==> src/rtl/timer_pkg.sv <==
// Shared types and constants for the MM:SS BCD countdown timer.
package timer_pkg;

    // Controller states; running/done outputs are decoded from these.
    typedef enum logic [2:0] {
        ST_IDLE   = 3'd0,
        ST_READY  = 3'd1,
        ST_RUN    = 3'd2,
        ST_PAUSED = 3'd3,
        ST_DONE   = 3'd4
    } state_t;

    // One packed BCD digit.
    typedef logic [3:0] bcd_t;

    localparam bcd_t        SEC_TENS_MAX = 4'd5;
    localparam bcd_t        DIGIT_MAX    = 4'd9;
    localparam logic [15:0] ZERO_TIME    = 16'h0000;

    // A preset is usable only if every digit is within its own wrap range.
    // Minute tens is capped like second tens, so the longest time is 59:59.
    function automatic logic preset_valid(input logic [15:0] p);
        return (p[15:12] <= SEC_TENS_MAX) && (p[11:8] <= DIGIT_MAX) &&
               (p[7:4]   <= SEC_TENS_MAX) && (p[3:0]  <= DIGIT_MAX);
    endfunction

endpackage

==> src/rtl/timer_countdown_if.sv <==
// Strobe/status bundle of the countdown timer.
// Build option TIMER_BEEP_EN adds the beep status line.
interface timer_countdown_if;

    logic [15:0] preset;
    logic        load;
    logic        start;
    logic        pause;
    logic [15:0] count;
    logic        running;
    logic        done;
    logic        load_err;
`ifdef TIMER_BEEP_EN
    logic        beep;

    modport master (output preset, load, start, pause,
                    input  count, running, done, load_err, beep);
    modport slave  (input  preset, load, start, pause,
                    output count, running, done, load_err, beep);
`else
    modport master (output preset, load, start, pause,
                    input  count, running, done, load_err);
    modport slave  (input  preset, load, start, pause,
                    output count, running, done, load_err);
`endif

endinterface

==> src/rtl/timer_countdown_bcd_digit_down.sv <==
// Single BCD digit down counter. Wraps from 0 to MAX and raises borrow
// combinationally in the cycle it wraps, so digits chain into MM:SS.
module bcd_digit_down
    import timer_pkg::*;
#(
    parameter bcd_t MAX = DIGIT_MAX
) (
    input  logic clk,
    input  logic rst_n,
    input  logic ld,
    input  bcd_t ld_val,
    input  logic dec,
    output bcd_t digit,
    output logic borrow
);

    bcd_t digit_q;
    bcd_t digit_d;

    // Load has precedence over decrement; decrement from zero wraps to MAX.
    always_comb begin
        digit_d = digit_q;
        if (ld) begin
            digit_d = ld_val;
        end else if (dec) begin
            digit_d = (digit_q == 4'd0) ? MAX : digit_q - 4'd1;
        end
    end

    // Digit register, cleared asynchronously.
    always_ff @(posedge clk or negedge rst_n) begin
        if (!rst_n) begin
            digit_q <= 4'd0;
        end else begin
            digit_q <= digit_d;
        end
    end

    assign digit  = digit_q;
    assign borrow = dec && (digit_q == 4'd0);

endmodule

==> src/rtl/timer_countdown.sv <==
// MM:SS BCD countdown timer with load/start/pause strobes.
// Build option TIMER_BEEP_EN adds a 0.5 Hz beep output while expired.
module timer_countdown
    import timer_pkg::*;
#(
    parameter int unsigned TICK_DIV = 50_000_000
) (
    input  logic               clk,
    input  logic               rst_n,
    timer_countdown_if.slave   bus
);

    localparam int          DIV_W       = (TICK_DIV > 1) ? $clog2(TICK_DIV) : 1;
    localparam logic [DIV_W-1:0] DIV_LAST = DIV_W'(TICK_DIV - 1);
    localparam logic [15:0] LAST_SECOND = 16'h0001;

    state_t           state_q, state_d;
    logic [DIV_W-1:0] div_q, div_d;
    logic             running_q, running_d;
    logic             done_q, done_d;
    logic             load_err_q, load_err_d;

    logic             load_ok, load_bad;
    logic             div_wrap, div_adv, run_tick;

    bcd_t             sec_ones, sec_tens, min_ones, min_tens;
    logic             b_sec_ones, b_sec_tens, b_min_ones, b_min_tens;
    logic [15:0]      count_w;

    assign count_w = {min_tens, min_ones, sec_tens, sec_ones};

    // Strobe qualification and tick generation. A tick is withheld on a
    // load or pause cycle and whenever the count is already zero.
    always_comb begin
        load_ok  = bus.load && preset_valid(bus.preset);
        load_bad = bus.load && !preset_valid(bus.preset);
        div_wrap = (div_q == DIV_LAST);
        div_adv  = !bus.load &&
                   (((state_q == ST_RUN) && !bus.pause) || (state_q == ST_DONE));
        run_tick = (state_q == ST_RUN) && !bus.load && !bus.pause && div_wrap &&
                   (count_w != ZERO_TIME);
    end

    // Seconds borrow chain: ss ones -> ss tens -> mm ones -> mm tens.
    bcd_digit_down #(.MAX(DIGIT_MAX)) u_sec_ones (
        .clk(clk), .rst_n(rst_n), .ld(load_ok), .ld_val(bus.preset[3:0]),
        .dec(run_tick), .digit(sec_ones), .borrow(b_sec_ones)
    );
    bcd_digit_down #(.MAX(SEC_TENS_MAX)) u_sec_tens (
        .clk(clk), .rst_n(rst_n), .ld(load_ok), .ld_val(bus.preset[7:4]),
        .dec(b_sec_ones), .digit(sec_tens), .borrow(b_sec_tens)
    );
    bcd_digit_down #(.MAX(DIGIT_MAX)) u_min_ones (
        .clk(clk), .rst_n(rst_n), .ld(load_ok), .ld_val(bus.preset[11:8]),
        .dec(b_sec_tens), .digit(min_ones), .borrow(b_min_ones)
    );
    bcd_digit_down #(.MAX(SEC_TENS_MAX)) u_min_tens (
        .clk(clk), .rst_n(rst_n), .ld(load_ok), .ld_val(bus.preset[15:12]),
        .dec(b_min_ones), .digit(min_tens), .borrow(b_min_tens)
    );

    // Tick divider: cleared by a good load, frozen while paused, free-running
    // in DONE so expiry-time features have a one-second time base.
    always_comb begin
        div_d = div_q;
        if (load_ok) begin
            div_d = '0;
        end else if (div_adv) begin
            div_d = div_wrap ? '0 : div_q + 1'b1;
        end
    end

    // Next state with strobe priority load > pause > start. A borrow out of
    // the minute tens would mean underflow, so it is treated as expiry too.
    always_comb begin
        state_d = state_q;
        if (bus.load) begin
            if (load_ok) begin
                state_d = (bus.preset == ZERO_TIME) ? ST_IDLE : ST_READY;
            end
        end else if (bus.pause && (state_q == ST_RUN)) begin
            state_d = ST_PAUSED;
        end else if (bus.start && ((state_q == ST_READY) || (state_q == ST_PAUSED))) begin
            state_d = ST_RUN;
        end else if (run_tick && ((count_w == LAST_SECOND) || b_min_tens)) begin
            state_d = ST_DONE;
        end
    end

    // Status outputs are decoded from the next state so they register together.
    always_comb begin
        running_d  = (state_d == ST_RUN);
        done_d     = (state_d == ST_DONE);
        load_err_d = load_bad;
    end

    // Control and status registers.
    always_ff @(posedge clk or negedge rst_n) begin
        if (!rst_n) begin
            state_q    <= ST_IDLE;
            div_q      <= '0;
            running_q  <= 1'b0;
            done_q     <= 1'b0;
            load_err_q <= 1'b0;
        end else begin
            state_q    <= state_d;
            div_q      <= div_d;
            running_q  <= running_d;
            done_q     <= done_d;
            load_err_q <= load_err_d;
        end
    end

    assign bus.count    = count_w;
    assign bus.running  = running_q;
    assign bus.done     = done_q;
    assign bus.load_err = load_err_q;

`ifdef TIMER_BEEP_EN
    logic beep_q, beep_d;

    // Beep starts high on entry to DONE and toggles every second while there.
    always_comb begin
        beep_d = 1'b0;
        if (state_d == ST_DONE) begin
            if (state_q != ST_DONE) begin
                beep_d = 1'b1;
            end else if (div_wrap && !bus.load) begin
                beep_d = ~beep_q;
            end else begin
                beep_d = beep_q;
            end
        end
    end

    // Beep register.
    always_ff @(posedge clk or negedge rst_n) begin
        if (!rst_n) begin
            beep_q <= 1'b0;
        end else begin
            beep_q <= beep_d;
        end
    end

    assign bus.beep = beep_q;
`endif

endmodule

==> src/flat_wrapper.sv <==
// flat-port wrapper written by rule: the top's interface ports become plain ports
module timer_countdown_flat import timer_pkg::*;
#(
    parameter int unsigned TICK_DIV = 50_000_000
)
  (clk, rst_n, bus_preset, bus_load, bus_start, bus_pause, bus_count, bus_running, bus_done, bus_load_err);
  timer_countdown_if bus_i ();
  input  logic clk;
  input  logic rst_n;
  input wire logic [$bits(bus_i.preset)-1:0] bus_preset;
  input wire logic [$bits(bus_i.load)-1:0] bus_load;
  input wire logic [$bits(bus_i.start)-1:0] bus_start;
  input wire logic [$bits(bus_i.pause)-1:0] bus_pause;
  output wire logic [$bits(bus_i.count)-1:0] bus_count;
  output wire logic [$bits(bus_i.running)-1:0] bus_running;
  output wire logic [$bits(bus_i.done)-1:0] bus_done;
  output wire logic [$bits(bus_i.load_err)-1:0] bus_load_err;
  assign bus_i.preset = bus_preset;
  assign bus_i.load = bus_load;
  assign bus_i.start = bus_start;
  assign bus_i.pause = bus_pause;
  assign bus_count = bus_i.count;
  assign bus_running = bus_i.running;
  assign bus_done = bus_i.done;
  assign bus_load_err = bus_i.load_err;
  timer_countdown #(.TICK_DIV(TICK_DIV)) u_core (.clk(clk), .rst_n(rst_n), .bus(bus_i));
endmodule
==> config.mk <==
export PLATFORM = sky130hd
export DESIGN_NAME = timer_countdown_flat
export DESIGN_NICKNAME = d
export VERILOG_FILES = /design/src/rtl/timer_pkg.sv /design/src/rtl/timer_countdown_if.sv /design/src/rtl/timer_countdown_bcd_digit_down.sv /design/src/rtl/timer_countdown.sv /design/src/flat_wrapper.sv
export SDC_FILE = /design/constraint.sdc
export NUM_CORES = 1
export LEC_CHECK = 0
export CORE_MARGIN = 4
export CORE_UTILIZATION = 45
export CTS_CLUSTER_SIZE = 40
export DETAILED_ROUTE_END_ITERATION = 16
export PLACE_DENSITY_LB_ADDON = 0.12
export SLEW_MARGIN = 30
export SYNTH_ARGS = -nofsm -noshare
export SYNTH_HDL_FRONTEND = slang
export SYNTH_SLANG_ARGS = --single-unit
==> constraint.sdc <==
create_clock -name clk -period 2.32 [get_ports clk]
set_clock_uncertainty 0.05 [all_clocks]
set_input_delay 0.464 -clock clk [delete_from_list [all_inputs] [get_ports clk]]
set_output_delay 0.464 -clock clk [all_outputs]
set_load 0.02 [all_outputs]
==> flow_metrics.py <==
metrics = {
    "floorplan": {
        "row_count": 28,
        "die-height_um": 87.6,
        "die_w_um": 87.6,
        "start_util_pct": 47.3,
        "ios": 40,
        "fp.coreArea_um2": 6030,
        "dieArea_um2": 7670,
    },
    "detailed_routing": {
        "routed_wl_mm": 8.41,
        "wl_per_cell_um": 17.1,
        "via_count": 2977,
        "vias_per_cell": 6.06,
        "postRouteAntennaNets": 0,
        "drtPass1Iterations": 4,
        "first_iter_violations": 130,
        "drc": 0,
    },
    "sta": {
        "finalCritPeriodShare_pct": 96.3,
        "hold_violations": 0,
        "max_freq_ghz": 0.448,
        "finalCriticalPeriod_ns": 2.23,
        "fin_tns_setup_ns": 0,
        "slew_violations": 0,
        "worst_slew_pin_slew_ns": 0.583,
        "hold_slack_ns": 0.0893,
        "setup_violations": 0,
        "relSlewSlack_pct": 61.1,
        "setup_slack_ns": 0.0866,
    },
    "finish": {
        "final_core_util_pct": 63.6,
        "nets": 437,
        "fillers": 510,
        "drive_gt1_share_pct": 18.3,
        "layout.cells.non_filler": 491,
        "postLayoutCellArea_um2": 3830,
        "layout_commonest_cell": "buf_4",
        "multi_input_comb_area_um2": 1590,
        "final_cell_mix": "53 x buf_4, 48 x dfrtp_1, 36 x clkdlybuf4s50_1, 27 x nor2_1, 26 x o21ai_0",
        "ff_latch_area_um2": 1200,
        "syn2layout_area_growth_pct": 34.5,
        "diodes": 0,
    },
    "placed_design": {
        "pre_cts_slack_ns": -0.548,
        "gp_congestion": 0.887,
        "place_inst": 482,
        "place_area_um2": 3670,
        "io_buffers": 39,
        "dp_hpwl_mm": 6.32,
    },
    "outcome": {
        "outcome": "finished clean",
    },
    "critical_path": {
        "critical_path_class": "register to register",
        "start_kind": "register",
        "crit_path_end": "u_core.u_min_tens.digit[2]",
        "worst_ep_required_time_ns": 2.51,
        "rr_endpoint": "u_core.u_min_tens.digit[2]",
        "cp-end-kind": "register",
        "worstPathArrival_ns": 2.42,
        "max_stage_delay_ns": 0.55,
        "crit_buf_inv": 1,
        "critPathLaunch": "u_core.u_sec_tens.digit[1]",
        "reg2reg_depth": 6,
        "crit_chain": "nor4_2, buf_4, nand2_1, or4_4, or4_1, a31oi_1",
        "path_depth": 6,
        "cp_max_fo": 4,
        "rrSetupSlack_ns": 0.09,
        "r2r-start": "u_core.u_sec_tens.digit[1]",
        "crit_family": "simple AND/OR/NAND/NOR gates",
        "slowest_stage": "or4_4",
    },
    "power": {
        "power_mw": 2.64,
        "vdd_ir_drop_max_mv": 0.393,
        "p_per_area_nw_per_um2": 688,
        "leakagePower_nw": 1.52,
    },
    "synthesis": {
        "syn-num-nets": 353,
        "postSynthAreaPerCell_um2": 8.61,
        "synth_ff_type": "dfrtp_1",
        "synth.distinct_cells": 43,
        "yosys_warnings": 0,
        "ys_seq_elements": 48,
        "ys_seq_area_share_pct": 42.1,
        "synthArstFlopShare_pct": 100,
        "syn_area_um2": 2850,
        "synth_edf_count": 0,
        "synthCells": 331,
    },
    "global_route": {
        "grt_start_max_net_pins": 31,
        "grt_pass1_wl_mm": 14.1,
        "grt_pass1_vias": 2932,
        "grt_overflow": 0,
        "grt_antenna_before_repair": 0,
        "gr-usage-all-layers_pct": 23.3,
    },
    "clock_tree": {
        "cts_hold_buffers": 0,
        "cts_buffer_depth": 2,
        "root_buffer": "clkbuf_8",
        "clkLatencyLatePin_ns": 0.31,
        "cts.sinks": 48,
        "htree_num_levels": 2,
        "cts_buffers": 5,
        "cts_tree": "done",
        "path_clk_slew_ns": 0.09,
    },
    "flow_run": {
        "drv_cap": 0,
    },
    "hold_path": {
        "min_path_type": "input port to async pin",
    },
}
-- layer usage --
metal | part of all wire [%] | track usage, % | vias up
met5 | 0 | 0 | -
met4 | 1.8 | 8.93 | 0
met3 | 4.9 | 3.48 | 12
met2 | 49 | 38.9 | 73
met1 | 44 | 30.6 | 1435
li1 | - | - | 1457
-- Yosys cell counts (5+ instances only) --
| cell type | n | area, um2 |
|---|---|---|
| or4_1 | 15 | 113 |
| o21ai_0 | 26 | 130 |
| o31ai_1 | 13 | 97.6 |
| and3_1 | 7 | 43.8 |
| nor4_1 | 10 | 62.6 |
| nand4_1 | 13 | 81.3 |
| or3_1 | 20 | 125 |
| a21oi_1 | 25 | 125 |
| a31oi_1 | 13 | 81.3 |
| nand2_1 | 24 | 90.1 |
| clkbuf_1 | 13 | 48.8 |
| nand3_1 | 13 | 65.1 |
| and4_1 | 7 | 61.3 |
| inv_1 | 5 | 18.8 |
| nor3_1 | 6 | 30.0 |
| dfrtp_1 | 48 | 1200 |
| nor2_1 | 27 | 101 |
-- sequential cells by signal, indices dropped and copies added (netlist names) --
| signal | flops |
|---|---|
| u_core.state_q | 3 |
| u_core.div_q | 26 |
| u_core.bus.running | 1 |
| u_core.bus.load_err | 1 |
| u_core.u_sec_tens.digit | 4 |
| u_core.bus.done | 1 |
| u_core.u_min_tens.digit | 4 |
| u_core.u_sec_ones.digit | 4 |
| u_core.u_min_ones.digit | 4 |
-- how the worst min path moves through the flow --
stage                     start                          to  slack (ns)  cells after the start
after floorplan           rst_n             u_core.bus.done        0.12                      0
after global placement    rst_n  u_core.u_min_tens.digit[1]        0.45                      1
after detailed placement  rst_n  u_core.u_min_tens.digit[2]        0.44                      1
after CTS                 rst_n  u_core.u_min_tens.digit[2]         0.1                      1
after global routing      rst_n  u_core.u_min_tens.digit[2]        0.11                      1
final                     rst_n  u_core.u_min_tens.digit[2]        0.09                      1
-- cells by family (layout without fill, tap and decap cells) --
logic type	Yosys count	after routing	synth area share, %
compound gates	96	96	20.7
buf+inv	21	106	3.12
simple gates	165	165	33.6
flops	48	48	42.1
fa+ha+maj	1	1	0.439
-- final cells by class --
type / count / share of cell area [%]
Clock buffer: 7 / 2.51
Sequential cell: 48 / 31.3
Tap cell: 75 / 2.45
Multi-Input combinational cell: 262 / 41.4
Clock inverter: 1 / 0.783
Timing Repair Buffer: 93 / 21.0
Inverter: 5 / 0.490
-- report_power, final --
part | internal (mW) | switching, mW | leakage, nW
clock network | 0.381 | 0.293 | 0.0645
registers | 0.961 | 0.145 | 0.624
logic | 0.427 | 0.429 | 0.835
total | 1.77 | 0.867 | 1.52
-- timing repair --
item	in CTS	in global routing
setup endpoints to repair	13	11
gates cloned	0	0
pin swaps	5	5
resized for setup	3	5
buffers inserted	0	1
Note: power is estimated with default switching activity, not from simulation.
